## src/rtl/serial_magnitude_compare_ctrl_pkg.sv

```systemverilog
// Shared definitions for the serial magnitude comparator: one-hot result
// codes, controller state encoding and the single-bit compare function.
package serial_magnitude_compare_ctrl_pkg;

    // One-hot result codes: bit 2 = A>B, bit 1 = A==B, bit 0 = A<B.
    localparam logic [2:0] CMP_GT   = 3'b100;
    localparam logic [2:0] CMP_EQ   = 3'b010;
    localparam logic [2:0] CMP_LT   = 3'b001;
    localparam logic [2:0] CMP_NONE = 3'b000;

    typedef enum logic [1:0] {
        S_IDLE    = 2'd0,
        S_COMPARE = 2'd1,
        S_DONE    = 2'd2
    } state_e;

    // Index register width: clog2(width), never narrower than one bit.
    function automatic int idx_width(input int width);
        return (width > 1) ? $clog2(width) : 1;
    endfunction

    // Magnitude relation of a single unsigned bit pair.
    function automatic logic [2:0] cmp_bit(input logic a, input logic b);
        logic [2:0] res;
        res = CMP_EQ;
        if (a && !b) begin
            res = CMP_GT;
        end else if (!a && b) begin
            res = CMP_LT;
        end
        return res;
    endfunction

endpackage

```

## src/rtl/serial_magnitude_compare_ctrl_cell.sv

```systemverilog
// Combinational 1-bit magnitude compare cell producing a one-hot
// GT/EQ/LT code for the current bit pair.
module compare_bit_cell
    import serial_magnitude_compare_ctrl_pkg::*;
(
    input  logic       a_i,
    input  logic       b_i,
    output logic [2:0] res_o
);

    // Decode the bit pair into its one-hot relation.
    always_comb begin
        // NOTE: default assignment first so no path leaves res_o unassigned (no latch).
        res_o = CMP_NONE;
        res_o = cmp_bit(a_i, b_i);
    end

endmodule

```

## src/rtl/serial_magnitude_compare_ctrl.sv

```systemverilog
// Sequential multi-bit unsigned magnitude comparator: captures two operands
// on start, walks them MSB first through a 1-bit compare cell, and reports a
// one-hot GT/EQ/LT result with a one-cycle done pulse.
// WIDTH legal range is 1..32.
module serial_magnitude_compare_ctrl
    import serial_magnitude_compare_ctrl_pkg::*;
#(
    parameter int WIDTH      = 8,
    parameter bit EARLY_EXIT = 1'b1
) (
    input  logic             clk,
    input  logic             rst,
    input  logic             start,
    input  logic [WIDTH-1:0] a_in,
    input  logic [WIDTH-1:0] b_in,
    output logic             busy,
    output logic             done,
    output logic [2:0]       y
);

    localparam int              IDX_W   = idx_width(WIDTH);
    localparam logic [IDX_W-1:0] IDX_MAX = IDX_W'(WIDTH - 1);

    state_e           state_q;
    logic [WIDTH-1:0] a_q;
    logic [WIDTH-1:0] b_q;
    logic [IDX_W-1:0] idx_q;
    logic [2:0]       res_q;   // running result: first difference seen, else EQ
    logic [2:0]       y_q;
    logic             busy_q;
    logic             done_q;
    logic [2:0]       bit_res;
    logic [2:0]       final_d; // result to publish when the scan ends at bit 0

    compare_bit_cell u_cell (
        .a_i   (a_q[idx_q]),
        .b_i   (b_q[idx_q]),
        .res_o (bit_res)
    );

    // At the last bit, an earlier recorded difference wins over this bit.
    assign final_d = (res_q == CMP_EQ) ? bit_res : res_q;

    // Controller FSM, operand/index registers and registered outputs.
    always_ff @(posedge clk) begin
        // NOTE: sequential state uses non-blocking assignments so every register
        // samples pre-edge values regardless of statement order.
        if (rst) begin
            // NOTE: operand and index registers are plain flops, cleared here
            // together with the FSM so an aborted compare leaves no residue.
            state_q <= S_IDLE;
            a_q     <= '0;
            b_q     <= '0;
            idx_q   <= '0;
            res_q   <= CMP_NONE;
            y_q     <= CMP_NONE;
            busy_q  <= 1'b0;
            done_q  <= 1'b0;
        end else begin
            done_q <= 1'b0;
            case (state_q)
                S_IDLE: begin
                    if (start) begin
                        a_q     <= a_in;
                        b_q     <= b_in;
                        idx_q   <= IDX_MAX;
                        res_q   <= CMP_EQ;
                        busy_q  <= 1'b1;
                        state_q <= S_COMPARE;
                    end
                end
                S_COMPARE: begin
                    if (bit_res != CMP_EQ && res_q == CMP_EQ) begin
                        res_q <= bit_res;
                    end
                    if (EARLY_EXIT && bit_res != CMP_EQ) begin
                        y_q     <= bit_res;
                        busy_q  <= 1'b0;
                        done_q  <= 1'b1;
                        state_q <= S_DONE;
                    end else if (idx_q == '0) begin
                        y_q     <= final_d;
                        busy_q  <= 1'b0;
                        done_q  <= 1'b1;
                        state_q <= S_DONE;
                    end else begin
                        idx_q <= idx_q - IDX_W'(1);
                    end
                end
                S_DONE: begin
                    state_q <= S_IDLE;
                end
                default: begin
                    state_q <= S_IDLE;
                    busy_q  <= 1'b0;
                end
            endcase
        end
    end

    assign busy = busy_q;
    assign done = done_q;
    assign y    = y_q;

endmodule

```

## config.mk

```make
export PLATFORM = sky130hd
export DESIGN_NAME = serial_magnitude_compare_ctrl
export DESIGN_NICKNAME = d
export VERILOG_FILES = /design/src/rtl/serial_magnitude_compare_ctrl_pkg.sv /design/src/rtl/serial_magnitude_compare_ctrl_cell.sv /design/src/rtl/serial_magnitude_compare_ctrl.sv
export SDC_FILE = /design/constraint.sdc
export NUM_CORES = 1
export LEC_CHECK = 0
export CAP_MARGIN = 20
export CORE_MARGIN = 5
export CORE_UTILIZATION = 54
export CTS_CLUSTER_SIZE = 28
export DETAILED_ROUTE_END_ITERATION = 10
export GPL_TIMING_DRIVEN = 0
export PLACE_DENSITY = 0.93
export SLEW_MARGIN = 5
export SYNTH_ARGS = -nofsm -noshare
export SYNTH_HDL_FRONTEND = slang
export SYNTH_SLANG_ARGS = --single-unit
```

## constraint.sdc

```tcl
create_clock -name clk -period 6.1 [get_ports clk]
set_input_delay 1.22 -clock clk [delete_from_list [all_inputs] [get_ports clk]]
set_output_delay 1.22 -clock clk [all_outputs]
set_load 0.03 [all_outputs]
```

==> results_dict.tcl, run 1 <==
set metrics [dict create \
    outcome "complete, no violations" \
    post_cts_buffers 0 \
    hold_class "reg -> reg" \
    fin_crit_sh_pct 42.2 \
    power_w 0.000546 \
    synth_compound_gate_area_share_pct 14.8 \
    tightest_slew_ns 0.491 \
    n_antenna_cell 0 \
    gr-total-overflow 0 \
    synth_ff_type "dfxtp_1" \
    ant_nets 0 \
    wl_met1_mm 1.10 \
    maxCapViolations 0 \
    fp-row-count 17 \
    required_ns 4.88 \
    hold_ws_ns 0.466 \
    crit_slowest_cell "clkdlybuf4s50_1" \
    crit_type "reg -> out" \
    drt_iter0_drc 22 \
    crit_family "buffers and inverters" \
    fin_nets 193 \
    remaining_drc_errors 0 \
    antenna_found_initial 0 \
    synth_top_family_by_area "simple AND/OR/NAND/NOR gates" \
    wl_per_cell_um 14.0 \
    core-area_um2 2210 \
    synth_area_leaders "dfxtp_1, nand2_1, a21oi_1" \
    synth_edf_count 0 \
    crit_fanout 2 \
    drtPass1Iterations 4 \
    start_util_pct 56.5 \
    routed.top_layer "met4" \
    cpPeakStageDelay_ns 0.67 \
    cts_buffers 5 \
    num_io_pins 24 \
    drive_gt1_share_pct 11.1 \
    crit_buf_inv 1 \
    synth_common_cells "nand2_1, dfxtp_1, a21oi_1" \
    netlist.area_leader.share_pct 46.4 \
    hold_violations 0 \
    grt_max_degree 11 \
    clockBufferDepth 2 \
    max-slew-margin-rel_pct 67.3 \
    multi_input_area_um2 607 \
    leakagePower_nw 0.633 \
    path_cells "clkdlybuf4s50_1" \
    syn_inst 141 \
    vias 1061 \
    viasPerCell 5.33 \
    wl_met3_um 166 \
    yosysMostFrequentCell "nand2_1" \
    cts-root-buf "clkbuf_4" \
    yosysUniqueCellTypes 29 \
    grt.total_usage_pct 19.2 \
    rsz0062_at_grt "no" \
    htree_num_levels 2 \
    yosysTopAreaCell "dfxtp_1" \
    fin_ws_ns 3.53 \
    syn_nets 164 \
    fillers 177 \
    syn2layout_area_growth_pct 28.6 \
    ys_ff_latch 29 \
    synthesis.area_um2 1250 \
    synth-simple-area-share_pct 20.9 \
    fmax_ghz 0.389 \
    grt_first_pass_wirelength_mm 4.86 \
    cts_resized 0 \
    port_buffers 22 \
    cts_tree "done" \
    worstPathArrival_ns 1.35 \
    synthAdderAreaFrac_pct 4.00 \
    hold_buffers 0 \
    setup_viol 0 \
    synth_xor_xnor_area_share_pct 0 \
    fp.dieW_um 58.1 \
    final-seq-area_um2 581 \
    power_density_nw_per_um2 339 \
    clock-sinks 29 \
    drt-total-wl_mm 2.79 \
    dp_worst_setup_slack_ns 3.53 \
    die_h_um 58.1 \
    async_flop_share_pct 0 \
    clk_pin_slew_worst_paths_ns 0.10 \
    grt_pass1_vias 1155 \
    synthMuxAreaShare_pct 8.81 \
    crit_path_end_kind "primary output" \
    finalNonFillerCells 199 \
    dpl.hpwl_mm 1.98 \
    dp_cells 191 \
    drv_slew 0 \
    clock_skew_ns 0.0120 \
    die_area_um2 3380 \
    clkLatencyLatePin_ns 0.34 \
    place.gp.congestion 0.742 \
    min_period_ns 2.57 \
    cp-start-kind "register" \
    yosysWarnings 0 \
    dr_wl_met2_mm 1.46 \
    irDropWorstVdd_uv 213 \
    yosysSeqAreaShare_pct 46.4 \
    avgSynthCellArea_um2 8.86 \
    finalSetupTns_ns 0 \
]
[cell usage in the layout (no fill, tap or decap), types with 2 or more instances in the layout]
master and instances:
nand2_1 35, clkdlybuf4s50_1 22, mux4_2 4, a211oi_1 2, a21oi_1 19, bufinv_16 2, a22oi_1 2, nor3_1 3
nor2b_1 3, o21ai_0 2, clkbuf_4 5, nor2_1 7, buf_2 2, dfxtp_1 29, ha_1 4, clkbuf_1 5
mux2i_1 2, nand2b_1 3, inv_1 5, a221oi_1 2
[state kept, by name (all words and copies together), names as in the netlist]
register / cells
a_q: 8
b_q: 8
busy: 1
done: 1
idx_q: 3
res_q: 3
state_q: 2
y: 3
[per-layer routing]
| metal | track usage (%) | up-vias |
|---|---|---|
| met1 | 20.0 | 486 |
| met4 | 7.95 | 0 |
| met3 | 6.46 | 7 |
| met5 | 0 | - |
| li1 | - | 542 |
| met2 | 34.8 | 26 |
[path summary, 6_finish.rpt]
check | from | end | slack [ns] | cells past startpoint
max | y[1] | y[1] | 3.53 | 1
min | a_q[6] | a_q[6] | 0.47 | 2
min reg2reg | a_q[6] | a_q[6] | 0.47 | 2
max reg2reg | idx_q[0] | idx_q[2] | 3.59 | 9
[layout make-up]
class,count,area share (%)
multi-input combinational,98,37.7
sequential,29,36.1
timing repair buffer,22,13.7
clock inverter,3,4.05
buffer,8,2.49
clock buffer,5,2.33
tap,28,2.18
inverter,6,1.40
[where the power goes]
group	internal (W)	switching, W	total [W]
Combinational	0.0000563	0.0000702	0.000126
Sequential	0.000208	0.0000137	0.000222
Clock	0.000127	0.0000704	0.000197
Total	0.000391	0.000154	0.000546
[kinds of logic after synthesis]
family	count (synthesis)
simple gates	57
compound gates	31
flops	29
buf+inv	14
mux	6
fa+ha+maj	4
[worst register-to-register path, delay by kind of cell (launching register included)]
kind                     cells  cell delay (ns)
AO/OA/AOI/OAI                2             0.38
buffers and inverters        3             0.30
adder cells (fa/ha/maj)      1             0.41
multiplexers                 2             0.71
flip-flops                   1             0.34
AND/OR/NAND/NOR              1             0.28
[through the flow]
step	cell area, µm²	util, %
2_1_floorplan	1250	-
6_report	1610	72.7
3_5_place_dp	1510	68.0
5_1_grt	1610	72.7
4_1_cts	1610	72.7
3_3_place_gp	1510	68.0
(Power assumes the default switching activity.)
==> run 2: changes to the inputs <==
--- a/config.mk
+++ b/config.mk
@@ -7,11 +7,11 @@
 export LEC_CHECK = 0
 export CAP_MARGIN = 20
 export CORE_MARGIN = 5
-export CORE_UTILIZATION = 54
+export CORE_UTILIZATION = 50
 export CTS_CLUSTER_SIZE = 28
 export DETAILED_ROUTE_END_ITERATION = 10
 export GPL_TIMING_DRIVEN = 0
-export PLACE_DENSITY = 0.93
+export PLACE_DENSITY = 0.87
 export SLEW_MARGIN = 5
 export SYNTH_ARGS = -nofsm -noshare
 export SYNTH_HDL_FRONTEND = slang
==> constraint.sdc (replaced) <==
create_clock -name clk -period 2.45 [get_ports clk]
set_input_delay 0.49 -clock clk [delete_from_list [all_inputs] [get_ports clk]]
set_output_delay 0.49 -clock clk [all_outputs]
set_load 0.03 [all_outputs]
==> run 2 against run 1 <==
Effect of this change: flip-flop and latch count unchanged; sequential power increased by 150%; core utilization decreased by 6.8 points; final area decreased by 0.39%; clock power increased by 39%; die area increased by 6.6%; first-iteration DRC count decreased by 36%; register-to-register slack got worse by 3.5 ns; sequential share of layout area increased by 0.14 points; final cell count increased by 2.0%; total power increased by 110%; worst hold slack got worse by 0.012 ns; largest cell class unchanged; largest power group unchanged.
==> results_dict.tcl, run 2 (synthesis results as in run 1) <==
set metrics [dict create \
    r2r_setup_slack_ns 0.07 \
    irDropWorstVdd_uv 586 \
    fin_nets 195 \
    comb_power_share_pct 29.5 \
    cts_tree "done" \
    layout_common_cells "nand2_1, dfxtp_1, clkdlybuf4s50_1" \
    crit_type "reg -> reg" \
    syn2layout_area_growth_pct 28.1 \
    whs_path_depth 2 \
    hold_buffers 0 \
    crit_family "multiplexers" \
    timing.rr.end "idx_q[2]" \
    p_int_w 0.000792 \
    hold_class "reg -> reg" \
    maxCapViolations 0 \
    hold_violations 0 \
    crit_slowest_cell "mux4_2" \
    vias 1076 \
    grt.total_usage_pct 17.5 \
    grt_first_pass_wirelength_mm 4.65 \
    crit_path_end_kind "register" \
    power.switching_w 0.000380 \
    htree_num_levels 2 \
    max-slew-margin-rel_pct 67.7 \
    die_area_um2 3600 \
    dpl.hpwl_mm 1.96 \
    fin_ws_ns 0.0713 \
    min_from "a_q[3]" \
    dp_worst_setup_slack_ns -0.00686 \
    drv_slew 0 \
    cp.depth 9 \
    required_ns 2.70 \
    final_common_cell "nand2_1" \
    clock-sinks 29 \
    core-area_um2 2430 \
    clk_pin_slew_worst_paths_ns 0.09 \
    final_util_pct 65.8 \
    switching_share_pct 32.4 \
    power_density_nw_per_um2 732 \
    drt_iter0_drc 14 \
    start_util_pct 51.4 \
    leakagePower_nw 0.616 \
    crit_buf_inv 3 \
    drtPass1Iterations 4 \
    n_antenna_cell 0 \
    place.gp.congestion 0.773 \
    r2r_start "idx_q[0]" \
    outcome "complete, no violations" \
    clkLatencyLatePin_ns 0.33 \
    power_w 0.00117 \
    port_buffers 22 \
    setup_viol 0 \
    place_area_um2 1510 \
    clockBufferDepth 2 \
    r2r_cells 9 \
    gr-total-overflow 0 \
    drive_gt1_share_pct 12.1 \
    antenna_found_initial 0 \
    final_area_um2 1600 \
    largestRegisters "a_q x8, b_q x8" \
    drt-total-wl_mm 2.75 \
    wl_per_cell_um 13.6 \
    ant_nets 0 \
    min_period_ns 2.38 \
    hold_end "a_q[3]" \
    num_io_pins 24 \
    tightest_slew_ns 0.485 \
    grt_pass1_vias 1105 \
    fmax_ghz 0.420 \
    power_frac_clock_pct 23.3 \
    fp.dieW_um 60 \
    fin_crit_sh_pct 97.1 \
    cts_buffers 5 \
    cp-start-kind "register" \
    worstPathArrival_ns 2.63 \
    cts-root-buf "clkbuf_4" \
    fp-row-count 18 \
    die_h_um 60 \
    path_cells "buf_6 > mux4_2 > mux2i_2 > inv_1 > ha_4 > inv_2 > nor3_4 > a211oi_1 > a311oi_1" \
    crit_fanout 7 \
    grt_max_degree 11 \
    viasPerCell 5.30 \
    seq_power_share_pct 47.1 \
    cpPeakStageDelay_ns 0.52 \
    remaining_drc_errors 0 \
    clock_skew_ns 0.00643 \
]
==> run 2: changes by cell type in the layout (fill, tap and decap cells not counted), sizes merged <==
cell / previous run / this run
clkbuf: 10 / 13
buf: 3 / 5
bufinv: 2 / 0
clkinv: 1 / 0
==> run 2: power groups by stage <==
stage | sequential (W) | combinational [W] | clock, W
3_5_place_dp | 0.000563 | 0.000313 | 0
3_3_place_gp | 0.000559 | 0.000300 | 0
2_1_floorplan | 0.000574 | 0.000201 | 0
5_1_grt | 0.000559 | 0.000381 | 0.000299
6_report | 0.000552 | 0.000346 | 0.000273
4_1_cts | 0.000552 | 0.000319 | 0.000279
==> run 2: how the worst max path moves through the flow <==
stage	from	endpoint	slack (ns)
detailed placement	idx_q[0]	idx_q[2]	-0.007
floorplan	idx_q[0]	idx_q[2]	0.22
finish	idx_q[0]	idx_q[2]	0.07
CTS	idx_q[0]	idx_q[2]	0.004
global placement	idx_q[0]	idx_q[2]	0.06
global route	idx_q[0]	idx_q[2]	-0.03
==> run 2: timing repair <==
item / 4_1_cts / 5_1_grt
pin swaps: 1 / 1
gates resized for setup: 1 / 4
endpoints found under the setup margin: 2 / 7
setup buffers: 0 / 2
gates cloned: 0 / 0
==> run 2: cell type report <==
cell class / count / area [µm²]
Sequential cell: 29 / 581
Tap cell: 30 / 37.5
Fill cell: 215 / 831
Timing Repair Buffer: 24 / 235
Clock buffer: 8 / 48.8
Multi-Input combinational cell: 98 / 637
Inverter: 6 / 22.5
Buffer: 8 / 40.0
==> run 2: through the flow <==
stage,cells,hold slack (ns),TNS [ns]
after detailed placement,193,0.446,-0.00686
final,203,0.454,0
after global placement,193,0.441,0
after floorplan,141,0.433,0
after CTS,201,0.458,0
after global routing,203,0.472,-0.0469
==> run 2: routing by layer <==
metal / wire length (µm) / global-route usage [%]
met5: 0 / 0
met4: 57 / 8.54
met3: 159 / 6.91
met2: 1400 / 30.6
met1: 1130 / 18.0
==> run 2: worst register-to-register path: stages, from the launching register on <==
cell      delay, ns
dfxtp_1        0.33
buf_6          0.13
mux4_2         0.52
mux2i_2        0.20
inv_1          0.11
ha_4           0.32
inv_2          0.08
nor3_4         0.27
a211oi_1       0.12
a311oi_1       0.23
==> run 3: changes to the inputs <==
==> constraint.sdc (replaced) <==
create_clock -name clk -period 2.61 [get_ports clk]
set_input_delay 0.522 -clock clk [delete_from_list [all_inputs] [get_ports clk]]
set_output_delay 0.522 -clock clk [all_outputs]
set_load 0.03 [all_outputs]
==> run 3 against run 2 <==
Effect of this change: fmax decreased by 2.6%; clock power down 5%; global-route usage unchanged; first-iteration DRC count fell by 43%; clock-buffer cell count stayed put; setup slack better by 0.098 ns; register-to-register slack better by 0.098 ns; via count shrank 2.0%; critical path type unchanged; largest power group unchanged.
==> results_dict.tcl, run 3 (synthesis results as in run 1) <==
set metrics [dict create \
    cp.depth 9 \
    power_frac_clock_pct 24.2 \
    power_density_nw_per_um2 687 \
    final_common_cell "nand2_1" \
    layout_common_cells "nand2_1, dfxtp_1, clkdlybuf4s50_1" \
    cts-root-buf "clkbuf_4" \
    htree_num_levels 2 \
    hold_class "reg -> reg" \
    worstPathArrival_ns 2.69 \
    p_int_w 0.000727 \
    crit_path_end_kind "register" \
    crit_slowest_cell "mux4_2" \
    grt_first_pass_wirelength_mm 4.65 \
    required_ns 2.86 \
    fillers 219 \
    endpoint "idx_q[2]" \
    vias 1054 \
    clockBufferDepth 2 \
    r2r_cells 9 \
    fmax_ghz 0.410 \
    num_io_pins 24 \
    fp.dieW_um 60 \
    grt_max_degree 11 \
    switching_share_pct 32.2 \
    power_w 0.00107 \
    hold_buffers 0 \
    clock-sinks 29 \
    drv_slew 0 \
    final-seq-area_um2 581 \
    syn2layout_area_growth_pct 24.7 \
    grt.total_usage_pct 17.5 \
    leakagePower_nw 0.603 \
    largestRegisters "a_q x8, b_q x8" \
    port_buffers 22 \
    rsz0062_at_grt "no" \
    outcome "complete, no violations" \
    post_cts_buffers 0 \
    min_period_ns 2.44 \
    dpl.hpwl_mm 1.96 \
    multi_input_area_um2 609 \
    maxCapViolations 0 \
    drive_gt1_share_pct 9.94 \
    start_util_pct 51.4 \
    die_h_um 60 \
    core-area_um2 2430 \
    cts_tree "done" \
    seq_power_share_pct 48.3 \
    ant_nets 0 \
    comb_power_share_pct 27.5 \
    path_cells "buf_6 > mux4_2 > mux2i_1 > inv_1 > ha_2 > inv_2 > nor3_4 > a211oi_1 > a311oi_1" \
    antenna_found_initial 0 \
    clk_pin_slew_worst_paths_ns 0.09 \
    crit_buf_inv 3 \
    hold_violations 0 \
    gr-total-overflow 0 \
    cpPeakStageDelay_ns 0.51 \
    n_antenna_cell 0 \
    setup_viol 0 \
    grt_pass1_vias 1105 \
    die_area_um2 3600 \
    cts_buffers 5 \
    viasPerCell 5.24 \
    wl_per_cell_um 13.1 \
    r2r_setup_slack_ns 0.17 \
    tightest_slew_ns 0.481 \
    irDropWorstVdd_uv 553 \
    remaining_drc_errors 0 \
    max-slew-margin-rel_pct 67.9 \
    place.gp.congestion 0.773 \
    clock_skew_ns 0.00948 \
    fp-row-count 18 \
    drt_iter0_drc 8 \
    timing.rr.end "idx_q[2]" \
    crit_path_start "idx_q[0]" \
    cp-start-kind "register" \
    drt-total-wl_mm 2.64 \
    finalSetupTns_ns 0 \
    clkLatencyLatePin_ns 0.33 \
    r2r_start "idx_q[0]" \
    crit_type "reg -> reg" \
    crit_fanout 7 \
    fin_nets 193 \
    crit_family "multiplexers" \
    drtPass1Iterations 6 \
    fin_crit_sh_pct 93.5 \
    power.switching_w 0.000345 \
]
## run 3: changes by cell type in the layout (fill, tap and decap cells not counted)
cell / change
buf_4: -2
o21ai_2: +1
ha_2: +1
nor4_2: -1
mux2i_2: -1
ha_4: -1
o21ai_4: -1
nor4_1: +1
mux2i_1: +1
## run 3: repair_timing
| action | 4_1_cts | 5_1_grt |
|---|---|---|
| hold endpoints to repair | 0 | 0 |
| resized for setup | 0 | 1 |
| endpoints found under the setup margin | 0 | 2 |
## run 3: power groups by stage
stage / registers [W] / clock network, W / logic [W]
3_5_place_dp: 0.000528 / 0 / 0.000294
2_1_floorplan: 0.000539 / 0 / 0.000189
4_1_cts: 0.000518 / 0.000262 / 0.000297
3_3_place_gp: 0.000525 / 0 / 0.000282
6_report: 0.000518 / 0.000259 / 0.000294
5_1_grt: 0.000524 / 0.000281 / 0.000328
## run 3: worst register-to-register path, stage by stage (launching register included)
cell and delay [ns]:
dfxtp_1 0.33, buf_6 0.13, mux4_2 0.51, mux2i_1 0.20, inv_1 0.08, ha_2 0.40
inv_2 0.08, nor3_4 0.28, a211oi_1 0.12, a311oi_1 0.23
## run 3: stage by stage
stage	setup slack, ns	instances	instance area, µm²	hold slack, ns	utilization [%]
finish	0.169	201	1560	0.455	64.1
CTS	0.111	201	1560	0.458	64.0
floorplan	0.377	141	1250	0.433	-
global route	0.0250	201	1560	0.472	64.1
global placement	0.223	193	1510	0.441	62.0
detailed placement	0.153	193	1510	0.446	62.0
## run 3: area by class of cell
cell class              count  share of cell area, %
plain buffers               8                   2.57
inverters                   6                   1.44
clock buffers               8                   3.13
flip-flops and latches     29                   37.2
repair buffers             22                   14.1
multi-input cells          98                   39.1
well taps                  30                   2.41
## run 3: worst min-delay path by stage
stage | start | to | depth (start not counted)
4_1_cts | a_q[3] | a_q[3] | 2
3_5_place_dp | a_q[3] | a_q[3] | 2
5_1_grt | a_q[4] | a_q[4] | 2
3_3_place_gp | a_q[3] | a_q[3] | 2
2_1_floorplan | a_q[2] | a_q[2] | 2
6_report | a_q[3] | a_q[3] | 2
## run 3: layer usage
layer | track usage, % | vias to the layer above | share of wire [%]
met5 | 0 | - | 0
met4 | 8.54 | 0 | 2.2
met3 | 6.91 | 7 | 6.7
met2 | 30.6 | 34 | 49
met1 | 18.0 | 475 | 42
li1 | - | 538 | -
